## config.mk

```make
export PLATFORM = sky130hd
export DESIGN_NAME = display_timing_ctrl_flat
export DESIGN_NICKNAME = d
export VERILOG_FILES = /design/src/rtl/display_timing_ctrl_if.sv /design/src/rtl/display_timing_ctrl.sv /design/src/flat_wrapper.sv
export SDC_FILE = /design/constraint.sdc
export NUM_CORES = 1
export LEC_CHECK = 0
export BUFFER_PORTS_ARGS = -buffer_cell sky130_fd_sc_hd__buf_2
export CORE_ASPECT_RATIO = 0.7
export CORE_UTILIZATION = 27
export CTS_CLUSTER_DIAMETER = 200
export DETAILED_ROUTE_END_ITERATION = 7
export GPL_TIMING_DRIVEN = 0
export MAX_ROUTING_LAYER = met4
export PLACE_DENSITY = 0.54
export SYNTH_ARGS = -nofsm -noshare
export SYNTH_HDL_FRONTEND = slang
export SYNTH_SLANG_ARGS = --single-unit
```

## constraint.sdc

```tcl
create_clock -name pixel_clk -period 9.5 [get_ports pixel_clk]
set_clock_uncertainty 0.15 [all_clocks]
set_input_delay 1.9 -clock pixel_clk [delete_from_list [all_inputs] [get_ports pixel_clk]]
set_output_delay 1.9 -clock pixel_clk [all_outputs]
set_load 0.005 [all_outputs]
```

## src/rtl/display_timing_ctrl_if.sv

```systemverilog
// rtl/display_timing_ctrl_if.sv - configuration and timing bundle between the register map and the timing controller
interface display_timing_ctrl_if #(
  parameter int CNT_WIDTH       = 13,
  parameter int NUM_OUTPUTS     = 3,
  parameter int FRAME_CNT_WIDTH = 16
);
  logic                       enable;
  logic [CNT_WIDTH-1:0]       cfg_h_active, cfg_h_fp, cfg_h_sync, cfg_h_bp;
  logic [CNT_WIDTH-1:0]       cfg_v_active, cfg_v_fp, cfg_v_sync, cfg_v_bp;
  logic                       cfg_hs_pol, cfg_vs_pol;
  logic [CNT_WIDTH-1:0]       cfg_line_irq;
  logic [NUM_OUTPUTS-1:0]     cfg_out_en;
  logic                       cfg_update;
  logic                       cfg_pending, cfg_err, busy;
  logic                       pixel_de, pixel_hsync, pixel_vsync;
  logic                       frame_start, line_start, line_irq;
  logic [CNT_WIDTH-1:0]       h_pos, v_pos;
  logic [FRAME_CNT_WIDTH-1:0] frame_count;
  logic [NUM_OUTPUTS-1:0]     out_de, out_hsync, out_vsync;

  modport master (
    output enable, cfg_h_active, cfg_h_fp, cfg_h_sync, cfg_h_bp,
           cfg_v_active, cfg_v_fp, cfg_v_sync, cfg_v_bp,
           cfg_hs_pol, cfg_vs_pol, cfg_line_irq, cfg_out_en, cfg_update,
    input  cfg_pending, cfg_err, busy, pixel_de, pixel_hsync, pixel_vsync,
           frame_start, line_start, line_irq, h_pos, v_pos, frame_count,
           out_de, out_hsync, out_vsync
  );

  modport slave (
    input  enable, cfg_h_active, cfg_h_fp, cfg_h_sync, cfg_h_bp,
           cfg_v_active, cfg_v_fp, cfg_v_sync, cfg_v_bp,
           cfg_hs_pol, cfg_vs_pol, cfg_line_irq, cfg_out_en, cfg_update,
    output cfg_pending, cfg_err, busy, pixel_de, pixel_hsync, pixel_vsync,
           frame_start, line_start, line_irq, h_pos, v_pos, frame_count,
           out_de, out_hsync, out_vsync
  );
endinterface

```

## src/rtl/display_timing_ctrl.sv

```systemverilog
// rtl/display_timing_ctrl.sv - frame-synchronous video timing generator with shadowed, frame-boundary configuration
module display_timing_ctrl #(
  parameter int CNT_WIDTH       = 13,
  parameter int NUM_OUTPUTS     = 3,
  parameter int FRAME_CNT_WIDTH = 16
) (
  input logic                  pixel_clk,
  input logic                  rst_n,
  display_timing_ctrl_if.slave tim
);
  localparam int TW = CNT_WIDTH + 2;
  localparam logic [TW-1:0] TOT_MAX = {2'b01, {CNT_WIDTH{1'b0}}};

  typedef enum logic [1:0] {IDLE, RUN, DRAIN} state_e;

  typedef struct packed {
    logic [CNT_WIDTH-1:0]   ha, hfp, hs, hbp, va, vfp, vs, vbp, line_irq;
    logic                   hs_pol, vs_pol;
    logic [NUM_OUTPUTS-1:0] out_en;
  } shadow_t;

  function automatic logic [TW-1:0] ext(input logic [CNT_WIDTH-1:0] x);
    return {2'b00, x};
  endfunction

  state_e               state_q, state_d;
  shadow_t              sh_q, cfg_in;
  logic [CNT_WIDTH-1:0] h_q, h_d, v_q, v_d;
  logic                 pending_q, pending_d, err_q, err_d;
  logic                 try_commit, cfg_ok, h_last, v_last, last_pix;
  logic [TW-1:0]        cfg_htot, cfg_vtot, sh_htot, sh_vtot;

  always_comb begin
    cfg_in          = '0;
    cfg_in.ha       = tim.cfg_h_active;
    cfg_in.hfp      = tim.cfg_h_fp;
    cfg_in.hs       = tim.cfg_h_sync;
    cfg_in.hbp      = tim.cfg_h_bp;
    cfg_in.va       = tim.cfg_v_active;
    cfg_in.vfp      = tim.cfg_v_fp;
    cfg_in.vs       = tim.cfg_v_sync;
    cfg_in.vbp      = tim.cfg_v_bp;
    cfg_in.line_irq = tim.cfg_line_irq;
    cfg_in.hs_pol   = tim.cfg_hs_pol;
    cfg_in.vs_pol   = tim.cfg_vs_pol;
    cfg_in.out_en   = tim.cfg_out_en;
  end

  // Totals carry two extra bits so a sum just past 2^CNT_WIDTH is still detectable
  assign cfg_htot = ext(cfg_in.ha) + ext(cfg_in.hfp) + ext(cfg_in.hs) + ext(cfg_in.hbp);
  assign cfg_vtot = ext(cfg_in.va) + ext(cfg_in.vfp) + ext(cfg_in.vs) + ext(cfg_in.vbp);
  assign sh_htot  = ext(sh_q.ha) + ext(sh_q.hfp) + ext(sh_q.hs) + ext(sh_q.hbp);
  assign sh_vtot  = ext(sh_q.va) + ext(sh_q.vfp) + ext(sh_q.vs) + ext(sh_q.vbp);

  assign cfg_ok = (|cfg_in.ha) && (|cfg_in.hs) && (|cfg_in.va) && (|cfg_in.vs) &&
                  (cfg_htot <= TOT_MAX) && (cfg_vtot <= TOT_MAX);

  assign h_last   = ext(h_q) == (sh_htot - TW'(1));
  assign v_last   = ext(v_q) == (sh_vtot - TW'(1));
  assign last_pix = h_last && v_last;

  always_comb begin
    state_d    = state_q;
    h_d        = h_q;
    v_d        = v_q;
    try_commit = 1'b0;
    unique case (state_q)
      IDLE: begin
        h_d = '0;
        v_d = '0;
        if (tim.enable) begin
          try_commit = 1'b1;
          if (cfg_ok) state_d = RUN;
        end
      end
      RUN, DRAIN: begin
        try_commit = last_pix && (pending_q || tim.cfg_update);
        if (h_last) begin
          h_d = '0;
          v_d = v_last ? '0 : v_q + CNT_WIDTH'(1);
        end else begin
          h_d = h_q + CNT_WIDTH'(1);
        end
        // Dropping enable on the very last pixel stops here rather than draining a whole extra frame
        if (tim.enable)    state_d = RUN;
        else if (last_pix) state_d = IDLE;
        else               state_d = DRAIN;
      end
      default: state_d = IDLE;
    endcase
    err_d     = try_commit && !cfg_ok;
    pending_d = try_commit ? 1'b0 : (tim.cfg_update ? 1'b1 : pending_q);
  end

  always_ff @(posedge pixel_clk or negedge rst_n) begin
    if (!rst_n) begin
      state_q     <= IDLE;
      h_q         <= '0;
      v_q         <= '0;
      pending_q   <= 1'b0;
      err_q       <= 1'b0;
      sh_q        <= '0;
      sh_q.hs_pol <= 1'b1;
      sh_q.vs_pol <= 1'b1;
    end else begin
      state_q   <= state_d;
      h_q       <= h_d;
      v_q       <= v_d;
      pending_q <= pending_d;
      err_q     <= err_d;
      if (try_commit && cfg_ok) sh_q <= cfg_in;
    end
  end

  // Output stage: registered decode of the counter stage, so every output lines up with h_pos/v_pos
  logic                       run, hs_act, vs_act;
  logic [TW-1:0]              hs_start, vs_start;
  logic                       de_d, hsync_d, vsync_d, ls_d, fs_d, li_d;
  logic                       de_q, hsync_q, vsync_q, ls_q, fs_q, li_q, busy_q;
  logic [CNT_WIDTH-1:0]       h_pos_q, v_pos_q;
  logic [FRAME_CNT_WIDTH-1:0] fc_d, fc_q;
  logic [NUM_OUTPUTS-1:0]     out_de_d, out_hs_d, out_vs_d, out_de_q, out_hs_q, out_vs_q;

  always_comb begin
    run      = state_q != IDLE;
    hs_start = ext(sh_q.ha) + ext(sh_q.hfp);
    vs_start = ext(sh_q.va) + ext(sh_q.vfp);
    hs_act   = run && (ext(h_q) >= hs_start) && (ext(h_q) < hs_start + ext(sh_q.hs));
    vs_act   = run && (ext(v_q) >= vs_start) && (ext(v_q) < vs_start + ext(sh_q.vs));
    de_d     = run && (h_q < sh_q.ha) && (v_q < sh_q.va);
    hsync_d  = sh_q.hs_pol ? hs_act : !hs_act;
    vsync_d  = sh_q.vs_pol ? vs_act : !vs_act;
    ls_d     = run && (h_q == '0);
    fs_d     = ls_d && (v_q == '0);
    li_d     = ls_d && (v_q == sh_q.line_irq);
    fc_d     = fc_q + FRAME_CNT_WIDTH'(fs_d);
    out_de_d = {NUM_OUTPUTS{de_d}} & sh_q.out_en;
    out_hs_d = (sh_q.out_en & {NUM_OUTPUTS{hsync_d}}) | (~sh_q.out_en & {NUM_OUTPUTS{~sh_q.hs_pol}});
    out_vs_d = (sh_q.out_en & {NUM_OUTPUTS{vsync_d}}) | (~sh_q.out_en & {NUM_OUTPUTS{~sh_q.vs_pol}});
  end

  always_ff @(posedge pixel_clk or negedge rst_n) begin
    if (!rst_n) begin
      de_q     <= 1'b0;
      hsync_q  <= 1'b0;
      vsync_q  <= 1'b0;
      ls_q     <= 1'b0;
      fs_q     <= 1'b0;
      li_q     <= 1'b0;
      busy_q   <= 1'b0;
      h_pos_q  <= '0;
      v_pos_q  <= '0;
      fc_q     <= '0;
      out_de_q <= '0;
      out_hs_q <= '0;
      out_vs_q <= '0;
    end else begin
      de_q     <= de_d;
      hsync_q  <= hsync_d;
      vsync_q  <= vsync_d;
      ls_q     <= ls_d;
      fs_q     <= fs_d;
      li_q     <= li_d;
      busy_q   <= run;
      h_pos_q  <= h_q;
      v_pos_q  <= v_q;
      fc_q     <= fc_d;
      out_de_q <= out_de_d;
      out_hs_q <= out_hs_d;
      out_vs_q <= out_vs_d;
    end
  end

  assign tim.cfg_pending = pending_q;
  assign tim.cfg_err     = err_q;
  assign tim.busy        = busy_q;
  assign tim.pixel_de    = de_q;
  assign tim.pixel_hsync = hsync_q;
  assign tim.pixel_vsync = vsync_q;
  assign tim.frame_start = fs_q;
  assign tim.line_start  = ls_q;
  assign tim.line_irq    = li_q;
  assign tim.h_pos       = h_pos_q;
  assign tim.v_pos       = v_pos_q;
  assign tim.frame_count = fc_q;
  assign tim.out_de      = out_de_q;
  assign tim.out_hsync   = out_hs_q;
  assign tim.out_vsync   = out_vs_q;
endmodule
```

## src/flat_wrapper.sv

```systemverilog
// flat-port wrapper written by rule: the top's interface ports become plain ports
module display_timing_ctrl_flat 
#(
  parameter int CNT_WIDTH       = 13,
  parameter int NUM_OUTPUTS     = 3,
  parameter int FRAME_CNT_WIDTH = 16
)
  (pixel_clk, rst_n, tim_enable, tim_cfg_h_active, tim_cfg_h_fp, tim_cfg_h_sync, tim_cfg_h_bp, tim_cfg_v_active, tim_cfg_v_fp, tim_cfg_v_sync, tim_cfg_v_bp, tim_cfg_hs_pol, tim_cfg_vs_pol, tim_cfg_line_irq, tim_cfg_out_en, tim_cfg_update, tim_cfg_pending, tim_cfg_err, tim_busy, tim_pixel_de, tim_pixel_hsync, tim_pixel_vsync, tim_frame_start, tim_line_start, tim_line_irq, tim_h_pos, tim_v_pos, tim_frame_count, tim_out_de, tim_out_hsync, tim_out_vsync);
  display_timing_ctrl_if #(.CNT_WIDTH(CNT_WIDTH), .NUM_OUTPUTS(NUM_OUTPUTS), .FRAME_CNT_WIDTH(FRAME_CNT_WIDTH)) tim_i ();
  input logic pixel_clk;
  input logic rst_n;
  input wire logic [$bits(tim_i.enable)-1:0] tim_enable;
  input wire logic [$bits(tim_i.cfg_h_active)-1:0] tim_cfg_h_active;
  input wire logic [$bits(tim_i.cfg_h_fp)-1:0] tim_cfg_h_fp;
  input wire logic [$bits(tim_i.cfg_h_sync)-1:0] tim_cfg_h_sync;
  input wire logic [$bits(tim_i.cfg_h_bp)-1:0] tim_cfg_h_bp;
  input wire logic [$bits(tim_i.cfg_v_active)-1:0] tim_cfg_v_active;
  input wire logic [$bits(tim_i.cfg_v_fp)-1:0] tim_cfg_v_fp;
  input wire logic [$bits(tim_i.cfg_v_sync)-1:0] tim_cfg_v_sync;
  input wire logic [$bits(tim_i.cfg_v_bp)-1:0] tim_cfg_v_bp;
  input wire logic [$bits(tim_i.cfg_hs_pol)-1:0] tim_cfg_hs_pol;
  input wire logic [$bits(tim_i.cfg_vs_pol)-1:0] tim_cfg_vs_pol;
  input wire logic [$bits(tim_i.cfg_line_irq)-1:0] tim_cfg_line_irq;
  input wire logic [$bits(tim_i.cfg_out_en)-1:0] tim_cfg_out_en;
  input wire logic [$bits(tim_i.cfg_update)-1:0] tim_cfg_update;
  output wire logic [$bits(tim_i.cfg_pending)-1:0] tim_cfg_pending;
  output wire logic [$bits(tim_i.cfg_err)-1:0] tim_cfg_err;
  output wire logic [$bits(tim_i.busy)-1:0] tim_busy;
  output wire logic [$bits(tim_i.pixel_de)-1:0] tim_pixel_de;
  output wire logic [$bits(tim_i.pixel_hsync)-1:0] tim_pixel_hsync;
  output wire logic [$bits(tim_i.pixel_vsync)-1:0] tim_pixel_vsync;
  output wire logic [$bits(tim_i.frame_start)-1:0] tim_frame_start;
  output wire logic [$bits(tim_i.line_start)-1:0] tim_line_start;
  output wire logic [$bits(tim_i.line_irq)-1:0] tim_line_irq;
  output wire logic [$bits(tim_i.h_pos)-1:0] tim_h_pos;
  output wire logic [$bits(tim_i.v_pos)-1:0] tim_v_pos;
  output wire logic [$bits(tim_i.frame_count)-1:0] tim_frame_count;
  output wire logic [$bits(tim_i.out_de)-1:0] tim_out_de;
  output wire logic [$bits(tim_i.out_hsync)-1:0] tim_out_hsync;
  output wire logic [$bits(tim_i.out_vsync)-1:0] tim_out_vsync;
  assign tim_i.enable = tim_enable;
  assign tim_i.cfg_h_active = tim_cfg_h_active;
  assign tim_i.cfg_h_fp = tim_cfg_h_fp;
  assign tim_i.cfg_h_sync = tim_cfg_h_sync;
  assign tim_i.cfg_h_bp = tim_cfg_h_bp;
  assign tim_i.cfg_v_active = tim_cfg_v_active;
  assign tim_i.cfg_v_fp = tim_cfg_v_fp;
  assign tim_i.cfg_v_sync = tim_cfg_v_sync;
  assign tim_i.cfg_v_bp = tim_cfg_v_bp;
  assign tim_i.cfg_hs_pol = tim_cfg_hs_pol;
  assign tim_i.cfg_vs_pol = tim_cfg_vs_pol;
  assign tim_i.cfg_line_irq = tim_cfg_line_irq;
  assign tim_i.cfg_out_en = tim_cfg_out_en;
  assign tim_i.cfg_update = tim_cfg_update;
  assign tim_cfg_pending = tim_i.cfg_pending;
  assign tim_cfg_err = tim_i.cfg_err;
  assign tim_busy = tim_i.busy;
  assign tim_pixel_de = tim_i.pixel_de;
  assign tim_pixel_hsync = tim_i.pixel_hsync;
  assign tim_pixel_vsync = tim_i.pixel_vsync;
  assign tim_frame_start = tim_i.frame_start;
  assign tim_line_start = tim_i.line_start;
  assign tim_line_irq = tim_i.line_irq;
  assign tim_h_pos = tim_i.h_pos;
  assign tim_v_pos = tim_i.v_pos;
  assign tim_frame_count = tim_i.frame_count;
  assign tim_out_de = tim_i.out_de;
  assign tim_out_hsync = tim_i.out_hsync;
  assign tim_out_vsync = tim_i.out_vsync;
  display_timing_ctrl #(.CNT_WIDTH(CNT_WIDTH), .NUM_OUTPUTS(NUM_OUTPUTS), .FRAME_CNT_WIDTH(FRAME_CNT_WIDTH)) u_core (.pixel_clk(pixel_clk), .rst_n(rst_n), .tim(tim_i));
endmodule
```

---- After elaboration in Yosys (flattened, before gate mapping) ----
Cells that the tools add are included.
operators by class
  add/subtract/negate cells ............... 17
  order comparisons ....................... 8
  eq/ne operators ......................... 8
  multiplexer cells ....................... 16
  bitwise operators ....................... 10
  reductions and logical operators ........ 35
operator list
  cell                                                              count
  adder 15 x 13 -> 15 bit                                           8
  adder 13 x 13 -> 14 bit                                           4
  one-hot mux 13 bit (2 select lines)                               2
  OR reduction 13 bit                                               4
  two-way mux 13 bit                                                3
  equality test 13 x 15 -> 1 bit                                    2
  greater-or-equal comparator 13 x 15 -> 1 bit                      2
  less-or-equal comparator 15 x 14 -> 1 bit, second input constant  2
  < comparator 13 x 15 -> 1 bit                                     2
  subtractor 15 x 1 -> 15 bit, second input constant                2
  adder 13 x 1 -> 13 bit, second input constant                     2
  zero test 13 bit                                                  2
  < comparator 13 bit                                               2
  logical AND 1 bit                                                 18
  adder 16 x 1 -> 16 bit                                            1
  AND 3 bit                                                         5
  equality test 13 bit                                              1
  two-way mux 2 bit                                                 4
  OR 3 bit                                                          2
  nonzero test 2 bit                                                3
  two-way mux 1 bit                                                 5
  != test 2 x 1 -> 1 bit, second input constant                     2
  one-hot mux 2 bit (2 select lines)                                1
  AND reduction 2 bit                                               2
  other kinds (10)                                                  13
word-level totals
  bits in registers ....................... 210
  output and inout bits ................... 60
  logic and storage cells ................. 124

---- Longest topological paths before layout ----
  depth in word-level cells ............... 9
  depth in mapped cells ................... 31
  gate-level depth less buffers ........... 29

---- Worst setup path before layout ----
Ideal clock, no wire load.
  path type ............................... input port to flip-flop
  start ................................... input tim_cfg_v_fp[0]
  end ..................................... register u_core.sh_q[41] (netlist bit)
  setup time .............................. 0.128 ns
  arrival time ............................ 7.050 ns
  slack ................................... 2.172 ns
  stages .................................. 25
  path through ............................ ha_1 > fa_1 > a21o_1 > a21oi_1 > o21bai_1 > a21oi_1 > nor2b_1 > o21a_1 > o31a_1 > o41ai_1 > xor2_1 > fa_1 > inv_1 > ha_1 > inv_1 > a31o_2 > o2111ai_1 > a2111o_1 > a2111oi_1 > a32oi_1 > a211oi_2 > o21ai_2 > buf_6 > buf_6 > mux2_1
on the way
  cells in the longest elaborated chain, start to end .. 6
ends and longest elaborated chain
  what                                       line                        RTL
  start: declaration                         flat_wrapper.sv:18          input wire logic [$bits(tim_i.cfg_v_fp)-1:0] tim_cfg_v_fp;
  adder 13 x 13 -> 14 bit                    display_timing_ctrl.sv:51   assign cfg_vtot = ext(cfg_in.va) + ext(cfg_in.vfp) + ext(cfg_in.vs) + ext(cfg_in.vbp);
  adder 15 x 13 -> 15 bit (2 in a row)       display_timing_ctrl.sv:51
  less-or-equal comparator 15 x 14 -> 1 bit  display_timing_ctrl.sv:56   (cfg_htot <= TOT_MAX) && (cfg_vtot <= TOT_MAX);
  logical AND 1 bit                          display_timing_ctrl.sv:56
  logical AND 1 bit                          display_timing_ctrl.sv:111  if (try_commit && cfg_ok) sh_q <= cfg_in;
  end signal: assignment                     display_timing_ctrl.sv:111
  end: declaration                           display_timing_ctrl.sv:27   shadow_t sh_q, cfg_in;
No other way between the ends.
A chain may end at the register's enable or synchronous reset.

---- Worst setup path after layout ----
  start ................................... input tim_cfg_v_active[0]
  end ..................................... register u_core.sh_q[84] (netlist bit)
on the way
  cells in the longest elaborated chain, start to end .. 6
  elaborated cells on any way between the ends .. 10
  classes of those cells .................. add/sub (3); order compare (1); reduce/logical (6)
ends and longest elaborated chain
  what                                                                            line                                                  RTL
  start: declaration                                                              flat_wrapper.sv:17                                    input wire logic [$bits(tim_i.cfg_v_active)-1:0] tim_cfg_v_active;
  adder 13 x 13 -> 14 bit or OR reduction 13 bit (tied branches)                  display_timing_ctrl.sv:51, display_timing_ctrl.sv:55
  adder 15 x 13 -> 15 bit or logical AND 1 bit (tied branches) (2 in a row)       display_timing_ctrl.sv:51, display_timing_ctrl.sv:55
  less-or-equal comparator 15 x 14 -> 1 bit or logical AND 1 bit (tied branches)  display_timing_ctrl.sv:56, display_timing_ctrl.sv:55
  logical AND 1 bit *                                                             display_timing_ctrl.sv:56
  logical AND 1 bit *                                                             display_timing_ctrl.sv:111
Mark *: on every way between the ends. The rest lies on a longest branch, timed or not.

==> results by group <==
Yosys
  – Synth Area in Compound Gates: 0.1610
  – EDFF count, synth: 0
  – Cells after Synth: 1,902
  – Post-Synth XOR/XNOR Area: 0.07916
  – Post-Syn Nets: 2,288
  – Adder-Cell Fraction of Synth Area: 0.1953
  – Top cells by area, synth: dfrtp_1, ha_1, mux2_4, inv_1, xnor2_1
  – Async SR Flop Fraction: 1.000
  – Syn Area/Cell: 9.540 um^2
  – Top cells by count, synth: inv_1, ha_1, dfrtp_1, xnor2_1, a21oi_1
  – Synth area leader: dfrtp_1
  – Sequential share of the synthesized area: 0.2898
  – Yosys top cell area share: 0.2869
  – Synth warn: 0
  – Distinct cells, synth: 81
  – Main synth FF type: dfrtp_1
  – Yosys reg bits: 210
  – Count leader, synth: inv_1
  – Cell Area, Synth: 0.01814 mm^2
  – Post-Synth Simple-Gate Area: 0.1207
  – Mux cell area share after synthesis: 0.09047
  – Largest family of logic cells by synthesized area: adder cells

Clock tree
  – Root Driver: clkbuf_16
  – Max clock buf depth: 3
  – Hold Buf Count CTS: 0
  – CTS tree: built
  – CTS resizes: 0
  – H-tree depth: 1
  – Clk slew on worst S/H paths: 50 ps
  – Post-CTS setup repair buffer count: 0
  – Skew-Pair Late Insertion Delay: 540 ps
  – TritonCTS Sinks: 210
  – CTS Buf Count: 27

Worst setup path
  – Startpoint types: input port
  – Worst EP arrival: 8420 ps
  – Delay-heaviest family, CP: compound AO/OA/AOI/OAI gates
  – Worst Path Required: 9750 ps
  – Worst-path maximum fanout: 10
  – CP Buf/Inv Count: 5
  – CP peak stage delay: 740 ps
  – Element type at the critical path end: register
  – Critical path class: input port to register
  – CP max stage cell: a211oi_2

Finish
  – Synth-to-layout area growth: 16.49%
  – Layout cell share with drive strength beyond 1: 0.1767
  – Non-Filler Instances: 3,043
  – Final core utilization: 0.3182
  – Fin nets: 2,505
  – Finished Cell Area: 0.02114 mm^2

Timing
  – Max-slew violations: 0
  – RSZ-0062 raised after global routing: no
  – Period utilization: 0.8599
  – Slew headroom: 0.2560
  – Final Hold Fails: 0
  – Setup TNS: 0 ps
  – Peak Freq: 122.4 MHz
  – Post-layout minimum cycle time: 8169 ps
  – Tightest Pin Transition: 1104 ps
  – Setup violations, final: 0

Global routing
  – Met1 Usage GRT: 0.2374
  – GR met2 Demand/Resource: 0.2330
  – Largest net degree at the start of global routing: 86
  – Global-route wire length before repair: 84,730 um
  – Total grt overflow: 0
  – Met3 layer usage reported by global route: 0.03600
  – Gr busiest metal: met1
  – Vias in the first global route: 14,540
  – Initial antenna violation count: 14
  – GRT Total Usage: 0.1642

Flow run
  – Max-cap violations: 0

Die
  – # rows: 79
  – Die area: 0.06826 mm^2
  – Starting density of the core: 0.2732
  – Die Width: 311.8 um
  – Core area: 0.06642 mm^2
  – Boundary Pins: 186
  – Die Y: 218.9 um

Drt
  – DR vias/cell: 4.849
  – Post-route DRC: 0
  – Via count: 14,760
  – Iter 0 DRT Violations: 705
  – Routed Wire Length: 55,300 um
  – Routed length per instance: 18.17 um
  – DRT antenna net count: 0
  – Router iterations before antenna repair: 6

Place
  – Global placement routability congestion: 0.9191
  – Placed standard-cell area: 0.02026 mm^2
  – Dpl cells: 2,981
  – Port bufs: 185
  – Post-detail-place hpwl: 46,290 um

Status
  – Outcome: finished, final reports clean

Hold path
  – Tightest Hold Check Type: register to register
[worst paths after layout]
kind                                            startpoint                          to  slack (ps)  depth (start not counted)
worst min register to register  u_core.tim.frame_count[15]  u_core.tim.frame_count[15]         330                          1
worst max-delay path                   tim_cfg_v_active[0]             u_core.sh_q[84]        1330                         26
worst max register to register             u_core.sh_q[44]             u_core.sh_q[84]        1930                         29
worst min-delay path            u_core.tim.frame_count[15]  u_core.tim.frame_count[15]         330                          1
min in group asynchronous                            rst_n         u_core.tim.h_pos[4]        1120                          1
max in group asynchronous                            rst_n             u_core.sh_q[22]        7280                          2
[state kept, by name (all words and copies together) (netlist names), 2 cells and up]
name	cells
u_core.h_q	13
u_core.sh_q	122
u_core.state_q	2
u_core.tim.frame_count	16
u_core.tim.h_pos	13
u_core.tim.out_de	3
u_core.tim.out_hsync	3
u_core.tim.out_vsync	3
u_core.tim.v_pos	13
u_core.v_q	13
[routing by layer]
| layer | share of wire | routed length [um] |
|---|---|---|
| met5 | 0 | 0 |
| met4 | 0.018 | 1020 |
| met3 | 0.060 | 3328 |
| met2 | 0.40 | 22300 |
| met1 | 0.52 | 28650 |
[placed cells by master (no fill, tap or decap), types with 20 or more instances in the layout]
master     synthesis  layout
xnor2_1          101     101
mux2i_1           20      20
clkbuf_1          22      30
nor2b_1           24      24
inv_1            248     248
nand2_1           70      70
o21a_1            28      28
nor3_1            36      36
mux2_4            63      63
fa_1              36      36
nand4_1           32      32
a21oi_1           98      98
nand3_1           50      50
xor2_1            63      63
dfrtp_1          208     208
mux2_2            43      43
nor2_1            92      92
a21o_1            47      47
o21ai_0           76      76
ha_1             224     224
and3_1            30      30
clkbuf_16          0      27
buf_2              8     193
nand2b_1          22      22
[cells by family after synthesis]
| logic type | after synthesis |
|---|---|
| flip-flops | 210 |
| buffers and inverters | 289 |
| AO/OA/AOI/OAI | 426 |
| multiplexers | 127 |
| XOR/XNOR | 164 |
| adder cells (fa/ha/maj) | 262 |
| AND/OR/NAND/NOR | 424 |
[worst register-to-register path, delay by kind of cell (launching register included)]
family,cells,cell delay (ps)
simple gates,10,2040
mux,1,200
fa+ha+maj,4,1390
xor+xnor,1,160
buf+inv,3,660
flops,1,400
compound gates,10,2420
[stage by stage]
stage,setup WS [ps],hold WS [ps]
floorplan,2172,253.6
detailed placement,672.6,318.4
CTS,1248,328.8
finish,1331,327.7
global route,917.4,336.8
global placement,808.2,309.8
[cell type report]
| cell class | count | area (um^2) |
|---|---|---|
| diodes | 13 | 32.53 |
| plain buffers | 41 | 224.0 |
| clock buffers | 39 | 760.7 |
| clock inverters | 10 | 87.58 |
| fillers | 6933 | 45290 |
| inverters | 248 | 930.9 |
| multi-input cells | 1403 | 11730 |
| flip-flops and latches | 210 | 5258 |
| well taps | 891 | 1115 |
| repair buffers | 188 | 996.0 |
Power is not shown: default switching activity piles up to over one toggle a cycle in this logic, so the estimate is an artifact.
